[src/rtl/fetch_queue_pkg.sv]
// rtl/fetch_queue_pkg.sv - shared fetch queue types and helpers
//
// Purpose: FSM state enum, queue entry layout and compressed-instruction
//          detect shared by the fetch queue, its FIFO and the bench.
// Ports:   none (package).
package fetch_queue_pkg;

   localparam int unsigned FQ_XLEN = 32;

   // Low two bits of every 32-bit instruction; anything else is a 16-bit one.
   localparam logic [1:0] FQ_UNCOMP_LSB = 2'b11;

   typedef enum logic [1:0] {
      FQ_BOOT  = 2'd0,
      FQ_RUN   = 2'd1,
      FQ_DRAIN = 2'd2,
      FQ_FLUSH = 2'd3
   } fq_state_e;

   typedef struct packed {
      logic [FQ_XLEN-1:0] pc;
      logic [31:0]        instr;
      logic               comp;
   } type_fq_entry_s;

   function automatic logic is_compressed(input logic [31:0] instr);
      return instr[1:0] != FQ_UNCOMP_LSB;
   endfunction

endpackage

[src/rtl/fetch_queue_if.sv]
// rtl/fetch_queue_if.sv - fetch queue control, realigner and decode signal bundle
//
// Purpose: groups every non-clock/reset signal of fetch_queue.
// Ports:   control  redirect_i, redirect_pc_i, fence_i_i, flush_done_i, icache_flush_o
//          fetch    fetch_req_o, fetch_addr_o, fetch_kill_o, fetch_ack_i, fetch_rdata_i
//          decode   instr_valid_o, instr_o, instr_pc_o, instr_comp_o, instr_ready_i
//          master = fetch queue side, slave = surrounding pipeline side.
interface fetch_queue_if #(
   parameter int unsigned XLEN = 32
);
   logic            redirect_i;
   logic [XLEN-1:0] redirect_pc_i;
   logic            fence_i_i;
   logic            flush_done_i;
   logic            fetch_req_o;
   logic [XLEN-1:0] fetch_addr_o;
   logic            fetch_kill_o;
   logic            icache_flush_o;
   logic            fetch_ack_i;
   logic [31:0]     fetch_rdata_i;
   logic            instr_valid_o;
   logic [31:0]     instr_o;
   logic [XLEN-1:0] instr_pc_o;
   logic            instr_comp_o;
   logic            instr_ready_i;

   modport master (
      input  redirect_i, redirect_pc_i, fence_i_i, flush_done_i,
      input  fetch_ack_i, fetch_rdata_i, instr_ready_i,
      output fetch_req_o, fetch_addr_o, fetch_kill_o, icache_flush_o,
      output instr_valid_o, instr_o, instr_pc_o, instr_comp_o
   );

   modport slave (
      output redirect_i, redirect_pc_i, fence_i_i, flush_done_i,
      output fetch_ack_i, fetch_rdata_i, instr_ready_i,
      input  fetch_req_o, fetch_addr_o, fetch_kill_o, icache_flush_o,
      input  instr_valid_o, instr_o, instr_pc_o, instr_comp_o
   );

endinterface

[src/rtl/fetch_queue_fifo.sv]
// rtl/fetch_queue_fifo.sv - fetch queue entry storage with synchronous flush
//
// Purpose: DEPTH-entry FIFO of fetched instructions, zero-latency head read.
// Ports:   clk, rst_n        clock, synchronous active-low reset
//          flush_i           clear pointers and count (storage contents kept)
//          push_i/push_data_i write an entry at the tail
//          pop_i             retire the head
//          head_o            entry at the head, read straight from storage
//          full_o/empty_o    occupancy flags
module fetch_queue_fifo
   import fetch_queue_pkg::*;
#(
   parameter int unsigned DEPTH = 4
) (
   input  logic           clk,
   input  logic           rst_n,
   input  logic           flush_i,
   input  logic           push_i,
   input  type_fq_entry_s push_data_i,
   input  logic           pop_i,
   output type_fq_entry_s head_o,
   output logic           full_o,
   output logic           empty_o
);

   localparam int unsigned PTR_W = $clog2(DEPTH);
   localparam int unsigned CNT_W = PTR_W + 1;
   localparam logic [CNT_W-1:0] DEPTH_C = CNT_W'(DEPTH);

   type_fq_entry_s   mem_q [DEPTH];
   type_fq_entry_s   mem_d [DEPTH];
   logic [PTR_W-1:0] rd_ptr_q, rd_ptr_d;
   logic [PTR_W-1:0] wr_ptr_q, wr_ptr_d;
   logic [CNT_W-1:0] count_q, count_d;
   logic             do_push, do_pop;

   assign full_o  = (count_q == DEPTH_C);
   assign empty_o = (count_q == '0);
   assign head_o  = mem_q[rd_ptr_q];

   // A pop frees the slot the same cycle, so a full queue may still accept a push.
   assign do_pop  = pop_i && !empty_o;
   assign do_push = push_i && (!full_o || do_pop);

   always_comb begin
      mem_d    = mem_q;
      rd_ptr_d = rd_ptr_q;
      wr_ptr_d = wr_ptr_q;
      count_d  = count_q;
      if (do_push) begin
         mem_d[wr_ptr_q] = push_data_i;
         wr_ptr_d        = wr_ptr_q + 1'b1;
      end
      if (do_pop) begin
         rd_ptr_d = rd_ptr_q + 1'b1;
      end
      case ({do_push, do_pop})
         2'b10:   count_d = count_q + 1'b1;
         2'b01:   count_d = count_q - 1'b1;
         default: count_d = count_q;
      endcase
      if (flush_i) begin
         rd_ptr_d = '0;
         wr_ptr_d = '0;
         count_d  = '0;
      end
   end

   always_ff @(posedge clk) begin
      if (!rst_n) begin
         for (int unsigned i = 0; i < DEPTH; i++) begin
            mem_q[i] <= '0;
         end
         rd_ptr_q <= '0;
         wr_ptr_q <= '0;
         count_q  <= '0;
      end else begin
         mem_q    <= mem_d;
         rd_ptr_q <= rd_ptr_d;
         wr_ptr_q <= wr_ptr_d;
         count_q  <= count_d;
      end
   end

endmodule

[src/rtl/fetch_queue.sv]
// rtl/fetch_queue.sv - instruction fetch queue between realigner and decode
//
// Purpose: issues sequential fetches, tracks the fetch PC (+2/+4), buffers
//          returned instructions, handles redirects and fence.i drain/flush.
// Ports:   clk, rst_n  clock, synchronous active-low reset
//          bus         fetch_queue_if.master (control, realigner, decode)
module fetch_queue
   import fetch_queue_pkg::*;
#(
   parameter int unsigned     XLEN     = FQ_XLEN,
   parameter int unsigned     DEPTH    = 4,
   parameter logic [XLEN-1:0] RESET_PC = 32'h8000_0000
) (
   input  logic           clk,
   input  logic           rst_n,
   fetch_queue_if.master  bus
);

   fq_state_e       state_q, state_d;
   logic [XLEN-1:0] fetch_pc_q, fetch_pc_d;
   logic            icache_flush_q, icache_flush_d;

   logic            redirect_act;
   logic [XLEN-1:0] redirect_pc;
   logic            fetch_req;
   logic            ack_take;
   logic            pop;
   logic            comp;
   logic            full, empty;
   type_fq_entry_s  push_entry, head;

   assign redirect_pc  = {bus.redirect_pc_i[XLEN-1:1], 1'b0};
   assign redirect_act = bus.redirect_i && (state_q != FQ_BOOT);
   assign comp         = is_compressed(bus.fetch_rdata_i);

   // Request stays up until acked: count only grows on ack, so full cannot rise early.
   always_comb begin
      fetch_req = 1'b0;
      case (state_q)
         FQ_RUN:   fetch_req = !full;
         FQ_DRAIN: fetch_req = 1'b1;
         default:  fetch_req = 1'b0;
      endcase
   end

   // Acks without a request, or in a redirect cycle, are dropped.
   assign ack_take   = bus.fetch_ack_i && fetch_req && !redirect_act;
   assign pop        = !empty && bus.instr_ready_i;
   assign push_entry = '{pc: fetch_pc_q, instr: bus.fetch_rdata_i, comp: comp};

   always_comb begin
      state_d    = state_q;
      fetch_pc_d = fetch_pc_q;
      if (ack_take) begin
         fetch_pc_d = fetch_pc_q + (comp ? XLEN'(2) : XLEN'(4));
      end
      case (state_q)
         FQ_BOOT: state_d = FQ_RUN;
         FQ_RUN: begin
            if (bus.fence_i_i) begin
               state_d = (fetch_req && !bus.fetch_ack_i) ? FQ_DRAIN : FQ_FLUSH;
            end
         end
         FQ_DRAIN: begin
            if (ack_take) begin
               state_d = FQ_FLUSH;
            end
         end
         FQ_FLUSH: begin
            if (bus.flush_done_i) begin
               state_d = FQ_RUN;
            end
         end
         default: state_d = FQ_BOOT;
      endcase
      if (redirect_act) begin
         state_d    = FQ_RUN;
         fetch_pc_d = redirect_pc;
      end
      // Registered so the pulse covers the first FLUSH cycle and survives a redirect there.
      icache_flush_d = (state_d == FQ_FLUSH) && (state_q != FQ_FLUSH);
   end

   always_ff @(posedge clk) begin
      if (!rst_n) begin
         state_q        <= FQ_BOOT;
         fetch_pc_q     <= RESET_PC;
         icache_flush_q <= 1'b0;
      end else begin
         state_q        <= state_d;
         fetch_pc_q     <= fetch_pc_d;
         icache_flush_q <= icache_flush_d;
      end
   end

   fetch_queue_fifo #(
      .DEPTH (DEPTH)
   ) u_fifo (
      .clk         (clk),
      .rst_n       (rst_n),
      .flush_i     (redirect_act),
      .push_i      (ack_take),
      .push_data_i (push_entry),
      .pop_i       (pop),
      .head_o      (head),
      .full_o      (full),
      .empty_o     (empty)
   );

   assign bus.fetch_req_o    = fetch_req;
   assign bus.fetch_addr_o   = redirect_act ? redirect_pc : fetch_pc_q;
   assign bus.fetch_kill_o   = redirect_act;
   assign bus.icache_flush_o = icache_flush_q;
   assign bus.instr_valid_o  = !empty;
   assign bus.instr_o        = head.instr;
   assign bus.instr_pc_o     = head.pc;
   assign bus.instr_comp_o   = head.comp;

endmodule

[src/flat_wrapper.sv]
// flat-port wrapper written by rule: the top's interface ports become plain ports
module fetch_queue_flat import fetch_queue_pkg::*;
#(
   parameter int unsigned     XLEN     = FQ_XLEN,
   parameter int unsigned     DEPTH    = 4,
   parameter logic [XLEN-1:0] RESET_PC = 32'h8000_0000
)
  (clk, rst_n, bus_redirect_i, bus_redirect_pc_i, bus_fence_i_i, bus_flush_done_i, bus_fetch_ack_i, bus_fetch_rdata_i, bus_instr_ready_i, bus_fetch_req_o, bus_fetch_addr_o, bus_fetch_kill_o, bus_icache_flush_o, bus_instr_valid_o, bus_instr_o, bus_instr_pc_o, bus_instr_comp_o);
  fetch_queue_if #(.XLEN(XLEN)) bus_i ();
  input  logic clk;
  input  logic rst_n;
  input wire logic [$bits(bus_i.redirect_i)-1:0] bus_redirect_i;
  input wire logic [$bits(bus_i.redirect_pc_i)-1:0] bus_redirect_pc_i;
  input wire logic [$bits(bus_i.fence_i_i)-1:0] bus_fence_i_i;
  input wire logic [$bits(bus_i.flush_done_i)-1:0] bus_flush_done_i;
  input wire logic [$bits(bus_i.fetch_ack_i)-1:0] bus_fetch_ack_i;
  input wire logic [$bits(bus_i.fetch_rdata_i)-1:0] bus_fetch_rdata_i;
  input wire logic [$bits(bus_i.instr_ready_i)-1:0] bus_instr_ready_i;
  output wire logic [$bits(bus_i.fetch_req_o)-1:0] bus_fetch_req_o;
  output wire logic [$bits(bus_i.fetch_addr_o)-1:0] bus_fetch_addr_o;
  output wire logic [$bits(bus_i.fetch_kill_o)-1:0] bus_fetch_kill_o;
  output wire logic [$bits(bus_i.icache_flush_o)-1:0] bus_icache_flush_o;
  output wire logic [$bits(bus_i.instr_valid_o)-1:0] bus_instr_valid_o;
  output wire logic [$bits(bus_i.instr_o)-1:0] bus_instr_o;
  output wire logic [$bits(bus_i.instr_pc_o)-1:0] bus_instr_pc_o;
  output wire logic [$bits(bus_i.instr_comp_o)-1:0] bus_instr_comp_o;
  assign bus_i.redirect_i = bus_redirect_i;
  assign bus_i.redirect_pc_i = bus_redirect_pc_i;
  assign bus_i.fence_i_i = bus_fence_i_i;
  assign bus_i.flush_done_i = bus_flush_done_i;
  assign bus_i.fetch_ack_i = bus_fetch_ack_i;
  assign bus_i.fetch_rdata_i = bus_fetch_rdata_i;
  assign bus_i.instr_ready_i = bus_instr_ready_i;
  assign bus_fetch_req_o = bus_i.fetch_req_o;
  assign bus_fetch_addr_o = bus_i.fetch_addr_o;
  assign bus_fetch_kill_o = bus_i.fetch_kill_o;
  assign bus_icache_flush_o = bus_i.icache_flush_o;
  assign bus_instr_valid_o = bus_i.instr_valid_o;
  assign bus_instr_o = bus_i.instr_o;
  assign bus_instr_pc_o = bus_i.instr_pc_o;
  assign bus_instr_comp_o = bus_i.instr_comp_o;
  fetch_queue #(.XLEN(XLEN), .DEPTH(DEPTH), .RESET_PC(RESET_PC)) u_core (.clk(clk), .rst_n(rst_n), .bus(bus_i));
endmodule
[config.mk]
export PLATFORM = sky130hd
export DESIGN_NAME = fetch_queue_flat
export DESIGN_NICKNAME = d
export VERILOG_FILES = /design/src/rtl/fetch_queue_pkg.sv /design/src/rtl/fetch_queue_if.sv /design/src/rtl/fetch_queue_fifo.sv /design/src/rtl/fetch_queue.sv /design/src/flat_wrapper.sv
export SDC_FILE = /design/constraint.sdc
export NUM_CORES = 1
export LEC_CHECK = 0
export CAP_MARGIN = 40
export CORE_ASPECT_RATIO = 0.7
export CORE_UTILIZATION = 50
export CTS_CLUSTER_SIZE = 12
export DETAILED_ROUTE_END_ITERATION = 7
export PLACE_DENSITY = 0.73
export SLEW_MARGIN = 20
export SYNTH_ARGS = -nofsm -noshare
export SYNTH_HDL_FRONTEND = slang
export SYNTH_HIERARCHICAL = 1
export SYNTH_SLANG_ARGS = --single-unit
[constraint.sdc]
create_clock -name clk -period 3.1 [get_ports clk]
set_input_delay 0.31 -clock clk [delete_from_list [all_inputs] [get_ports clk]]
set_output_delay 0.31 -clock clk [all_outputs]
set_load 0.005 [all_outputs]
==> out/results.tsv, run 1 <==
metric	value	unit
area of combinational cells with multiple inputs	7170	um2
global placer's final weighted congestion	0.860	
DR WL/cell	17.2	um
CTS tree	done	
number of clock buffers inserted by TritonCTS	30	
Leakage Power	0.00555	uW
worst r2r src	u_core/state_q[0]	
aggregate negative setup slack	0	ns
Avg Inst Size Synth	9.95	um2
Port-buffer cells	169	
number of antenna violations at the first check in global routing	0	
slew at the pin closest to its max-slew limit	0.565	ns
final cell area excluding filler cells	16700	um2
Cells after Synth	1387	
fillcell total	2215	
RSZ-0062 raised after global routing	no	
relative slew slack	0.623	
count of cell types in the netlist	53	
die width	201	um
first-pass GRT wire length	53100	um
Max-cap violations	0	
clock transition at the register clock pins on the worst setup and hold paths after CTS	0.06	ns
area of the die	28300	um2
total routed wirelength	32500	um
initial core utilization	0.513	
worst supply voltage drop on vdd	0.373	mV
Hold Crit Start	rst_n	
Worst Clk Skew	0.0103	ns
critical path class	flop to output port	
result of the run	finished clean	
sequential share of the synthesized area	0.437	
number of sinks driven by the clock tree	301	
most area-hungry cell type in the Yosys netlist	dfxtp_1	
GR Util All Layers	0.229	
height of the chip	141	um
number of diodes	0	
area used by sequential logic in the layout	6030	um2
clock period minus final worst setup slack	2.92	ns
number of endpoints with negative hold slack in the final report	0	
Worst-Skew Late Latency	0.55	ns
total of flip-flops plus latches after synthesis	301	
Primary FF master, synth	dfxtp_1	
Clock Tree Buf Depth	3	
pin count of the biggest net entering global routing	118	
count of warnings emitted by yosys	6	
top post-synthesis cells by area	dfxtp_1, mux2i_1, nand2_1	
final count of pins violating max slew	0	
area delta synth->final	20.9	%
part of the cycle the worst path needs	0.943	
fraction of registers with async set or reset after synthesis	0	
share of layout cells above drive strength 1	0.0967	
overall via count from detail_route	10300	
Highest Clock Rate	342	MHz
leading cell type in the layout, fill and taps excluded	nand2_1	
leading cell types in the layout, fill and taps excluded	nand2_1, dfxtp_1, mux2i_1, clkdlybuf4s50_1, mux4_2	
number of placement rows	50	
DPL Wire Length	21300	um
timing startpoint of the critical path	u_core/state_q[0]	
required time at the worst-slack endpoint	2.79	ns
cts hold-fix bufs	0	
count of final setup violators	0	
antenna-violating nets left	0	
number of enable-type register cells in the synthesized netlist	0	
category of the worst setup path launch point	flop	
Nets	1603	
total gr overflow	0	
number of DRC violations after detailed-routing iteration 0	543	
post-synth design cell area	13800	um2
I/O pin cnt	172	
via count of the first global-routing pass	10100	
routed via count divided by cell count	5.45	
clock root cell	clkbuf_16	
total power density per cell area	478	nW/um2
worst path arrival time	2.61	ns
floorplan core area	26900	um2
Crit Path Max Fanout	38	
number of DRC violations after detailed routing	0	
Setup crit end kind	output port	
number of H-tree levels	1	
dpl cell area	15800	um2
class of the most critical hold timing path	input port to flop	
router iterations before antenna repair	5	
area share of the largest cell type after synthesis	0.437	
per-stage QoR:
stage / util / cells / hold slack [ns] / worst slack [ns] / power [uW]
after floorplan: - / 1388 / 0.432 / 0.442 / 4380
after global placement: 0.588 / 1850 / 0.439 / 0.135 / 4700
after detailed placement: 0.588 / 1850 / 0.444 / 0.0792 / 4710
after CTS: 0.620 / 1894 / 0.132 / 0.120 / 8050
after global routing: 0.621 / 1894 / 0.157 / 0.0144 / 8270
final: 0.621 / 1894 / 0.138 / 0.175 / 7970
path summary, 6_finish.rpt:
check             slack [ns]  cells past startpoint                        to
hold / removal          0.14                      2     u_core/fetch_pc_q[31]
setup reg to reg        0.24                     12  u_core/u_fifo/count_q[2]
setup / recovery        0.18                      8       bus_fetch_addr_o[2]
hold reg to reg         0.45                      2   u_core/u_fifo/mem_q[83]
timing repair:
| action | CTS | global route |
|---|---|---|
| endpoints found under the setup margin | 0 | 22 |
| gates resized for setup | 0 | 1 |
| setup buffers | 0 | 0 |
state kept, by name (all words and copies together) (netlist names):
register                   flops
u_core/u_fifo/rd_ptr_q         2
u_core/u_fifo/wr_ptr_q         2
u_core/bus.icache_flush_o      1
u_core/u_fifo/count_q          3
u_core/state_q                 2
u_core/u_fifo/mem_q          260
u_core/fetch_pc_q             31
kinds of logic after synthesis:
group,after synthesis,share of synthesized area
compound gates,82,0.0344
xor+xnor,28,0.0178
fa+ha+maj,14,0.0138
buf+inv,120,0.0468
flops,301,0.437
mux,326,0.295
other cells,1,0.000272
simple gates,515,0.155
synthesized netlist by cell type (6+ instances only):
cell      count
nor3_1       12
buf_6        20
o21ai_0      30
nor2_1       19
a211oi_1      6
mux4_2       65
dfxtp_1     301
clkbuf_1     52
a21oi_1      26
inv_1        20
xnor2_1      23
buf_2        18
buf_4         6
nand3_1       7
ha_1         12
mux2i_1     261
nand2_1     433
layout make-up:
type | count | share of cell area
well taps | 364 | 0.0273
clock inverters | 1 | 0.000525
clock buffers | 43 | 0.0522
multi-input cells | 967 | 0.429
inverters | 20 | 0.00450
repair buffers | 198 | 0.125
flip-flops and latches | 301 | 0.361
critical path, stage by stage (launching register included):
cell,delay [ns]
dfxtp_1,0.42
inv_1,0.09
ha_1,0.21
nand2b_2,0.20
inv_1,0.12
buf_12,0.21
nand2_1,0.11
o21ai_0,0.13
clkdlybuf4s50_1,0.56
metal layers:
layer	GRT usage	vias up	share of wire
met5	0	-	0
met1	0.320	5038	0.47
met3	0.0492	45	0.054
met4	0.0518	0	0.018
li1	-	4998	-
met2	0.366	238	0.46
where the power goes:
part	total (uW)	internal, uW	leakage [uW]	switching [uW]
registers	3990	3920	0.00243	67.2
clock network	3350	1910	0.000431	1440
logic	637	319	0.00269	318
total	7970	6150	0.00555	1820
No activity file was read; power rests on OpenSTA's default activity.
==> run 2, diff against run 1 <==
Settings changed: CTS_CLUSTER_SIZE 12 to default, PLACE_DENSITY 0.73 to 0.76.
Clock period 3.1 ns to 2.6 ns, I/O delays scaled along.
==> out/results.tsv, run 2 (same netlist as run 1, synthesis figures left out) <==
metric	value	unit	change
part of the cycle the worst path needs	0.980		
result of the run	finished clean		
number of DRC violations after detailed routing	0		unchanged
Worst Reg-to-Reg Cells	12		unchanged
fraction of power consumed by sequential logic	0.450		-0.050
GR Util All Layers	0.244		+0.0144
share of total power consumed by net switching	0.219		-0.00913
relative slew slack	0.640		+0.0167
critical path class	flop to output port		
largest stage delay on the critical path	0.55	ns	about the same
area of the die	28300	um2	unchanged
WHS Endpoint	u_core/state_q[1]		
Critical-path top delay cell	clkdlybuf4s50_1		
clock period minus final worst setup slack	2.55	ns	
fillcell total	2121		-4.2%
router iterations before antenna repair	5		unchanged
class of the most critical hold timing path	input port to flop		
via count of the first global-routing pass	10700		+5.7%
DPL Wire Length	21900	um	+3.1%
category of the worst setup path launch point	flop		
required time at the worst-slack endpoint	2.34	ns	-0.45 ns
timing startpoint of the critical path	u_core/state_q[0]		
min setup slack post-route	0.0518	ns	-0.123 ns
Gate power share	0.080		about the same
first-pass GRT wire length	55800	um	+5.0%
DR WL/cell	18.0	um	+4.8%
number of sinks driven by the clock tree	301		unchanged
Worst-Skew Late Latency	0.55	ns	about the same
global placer's final weighted congestion	0.873		+1.5%
Highest Clock Rate	392	MHz	
pre-CTS setup slack	-0.311	ns	-0.390 ns
Nets	1647		+2.7%
switching power of the nets	2310	uW	+27%
number of placement rows	50		unchanged
cell-by-cell listing of the critical path	inv_2 > ha_4 > nand2b_4 > clkinvlp_4 > buf_4 > nand2_1 > o21ai_0 > clkdlybuf4s50_1		
clock root cell	clkbuf_16		
die width	201	um	unchanged
leading cell type in the layout, fill and taps excluded	nand2_1		
Leakage Power	0.00608	uW	+9.5%
number of H-tree levels	1		unchanged
clock transition at the register clock pins on the worst setup and hold paths after CTS	0.07	ns	about the same
slew at the pin closest to its max-slew limit	0.540	ns	-0.0256 ns
total gr overflow	0		unchanged
area delta synth->final	27.0	%	
Worst Clk Skew	0.00840	ns	-0.00191 ns
number of antenna violations at the first check in global routing	0		unchanged
Min-Delay Path Depth	3		+1
share of total power in the clock network	0.470		+0.050
routed via count divided by cell count	5.49		+0.85%
number of flip-flops under the largest register name	260		unchanged
number of diodes	0		unchanged
final cell area excluding filler cells	17500	um2	+5.0%
Crit Path Max Fanout	6		-84%
final count of pins violating max slew	0		unchanged
floorplan core area	26900	um2	unchanged
r2r setup slk	0.11	ns	-0.13 ns
biggest registers after layout	u_core/u_fifo/mem_q: 260 flops, u_core/fetch_pc_q: 31 flops, u_core/u_fifo/count_q: 3 flops		
worst supply voltage drop on vdd	0.613	mV	+65%
worst r2r src	u_core/state_q[0]		
pin count of the biggest net entering global routing	100		-15%
RSZ-0062 raised after global routing	yes		
total power density per cell area	601	nW/um2	+26%
number of endpoints with negative hold slack in the final report	0		unchanged
total routed wirelength	35100	um	+7.8%
Max-cap violations	0		unchanged
share of layout cells above drive strength 1	0.138		+0.0410
antenna-violating nets left	0		unchanged
Internal Power	8230	uW	+34%
Setup crit end kind	output port		
end of the worst register-to-register path	u_core/u_fifo/count_q[2]		
number of clock buffers inserted by TritonCTS	29		-3.3%
I/O pin cnt	172		unchanged
Clock Tree Buf Depth	3		unchanged
CTS tree	done		
Port-buffer cells	169		unchanged
initial core utilization	0.513		unchanged
worst path arrival time	2.29	ns	-0.32 ns
height of the chip	141	um	unchanged
register name with the most flops	u_core/u_fifo/mem_q		
dpl cell area	16000	um2	+1.4%
Hold Crit Start	rst_n		
number of DRC violations after detailed-routing iteration 0	670		+23%
leading cell types in the layout, fill and taps excluded	nand2_1, dfxtp_1, mux2i_1, clkdlybuf4s50_1, mux4_2		
count of final setup violators	0		unchanged
overall via count from detail_route	10700		+3.7%
[run 2: cell types whose count changed in the layout (fill, tap and decap cells not counted), moves of 3 or more]
cell             change
dlygate4sd2_1       +16
clkdlybuf4s50_1     -19
clkinvlp_4           +4
ha_1                 -3
clkinv_2             +3
dfxtp_1              -3
clkbuf_1             -5
buf_12               +7
bufinv_16            +9
dfxtp_2              +3
dlymetal6s2s_1       +3
inv_1                -3
buf_4               +30
[run 2: layout make-up]
class | count | area [um2] | share of cell area
clock buffer | 37 | 827 | 0.0472
clock inverter | 15 | 308 | 0.0176
inverter | 20 | 78.8 | 0.00450
multi-input combinational | 967 | 7200 | 0.411
sequential | 301 | 6040 | 0.344
tap | 364 | 455 | 0.0260
timing repair buffer | 243 | 2620 | 0.149
[run 2: stage by stage]
step | hold slack, ns | total power, uW | cells | setup TNS [ns] | utilization
detailed placement | 0.446 | 5640 | 1874 | -1.95 | 0.596
CTS | 0.116 | 10600 | 1940 | -0.00252 | 0.647
finish | 0.138 | 10500 | 1947 | 0 | 0.652
floorplan | 0.412 | 5220 | 1388 | 0 | -
global placement | 0.439 | 5630 | 1874 | -0.803 | 0.596
global route | 0.153 | 10900 | 1947 | -0.0293 | 0.652
[run 2: worst max path at each step]
stage | end | cells past startpoint
after floorplan | u_core/u_fifo/count_q[2] | 12
after global placement | u_core/fetch_pc_q[29] | 10
after detailed placement | u_core/fetch_pc_q[31] | 11
after CTS | bus_instr_pc_o[16] | 3
after global routing | bus_fetch_req_o | 6
final | bus_fetch_addr_o[2] | 8
[run 2: what timing repair did]
item	4_1_cts	5_1_grt
hold buffers	0	0
cloned	3	1
setup buffers	11	6
pin swaps	0	1
endpoints found under the setup margin	88	37
resized for setup	23	11
[run 2: layer usage]
layer,track usage,wire length (um),vias to the layer above
li1,-,-,5103
met1,0.327,15700,5247
met2,0.410,16700,300
met3,0.0414,1990,48
met4,0.0619,684,0
met5,0,0,-
[run 2: power groups by stage]
stage	registers [uW]	clock network (uW)	logic, uW
after floorplan	4830	0	397
after global placement	4840	0	785
after detailed placement	4840	0	795
after CTS	4740	5010	834
after global routing	4750	5220	913
final	4740	4950	847
[run 2: worst max-delay path, delay by kind of cell (launching register included)]
family                     cells  cell delay (ns)
and+or+nand+nor                2             0.27
AOI/OAI and AO/OA              1             0.11
buffers and inverters          4             0.89
DFF                            1             0.34
adders and majority gates      1             0.16
==> run 3, diff against run 2 <==
Settings changed: HOLD_SLACK_MARGIN from default to 0.02.
==> results of run 3 <==
Final layout, timing and power as in run 2 (identical DEF).
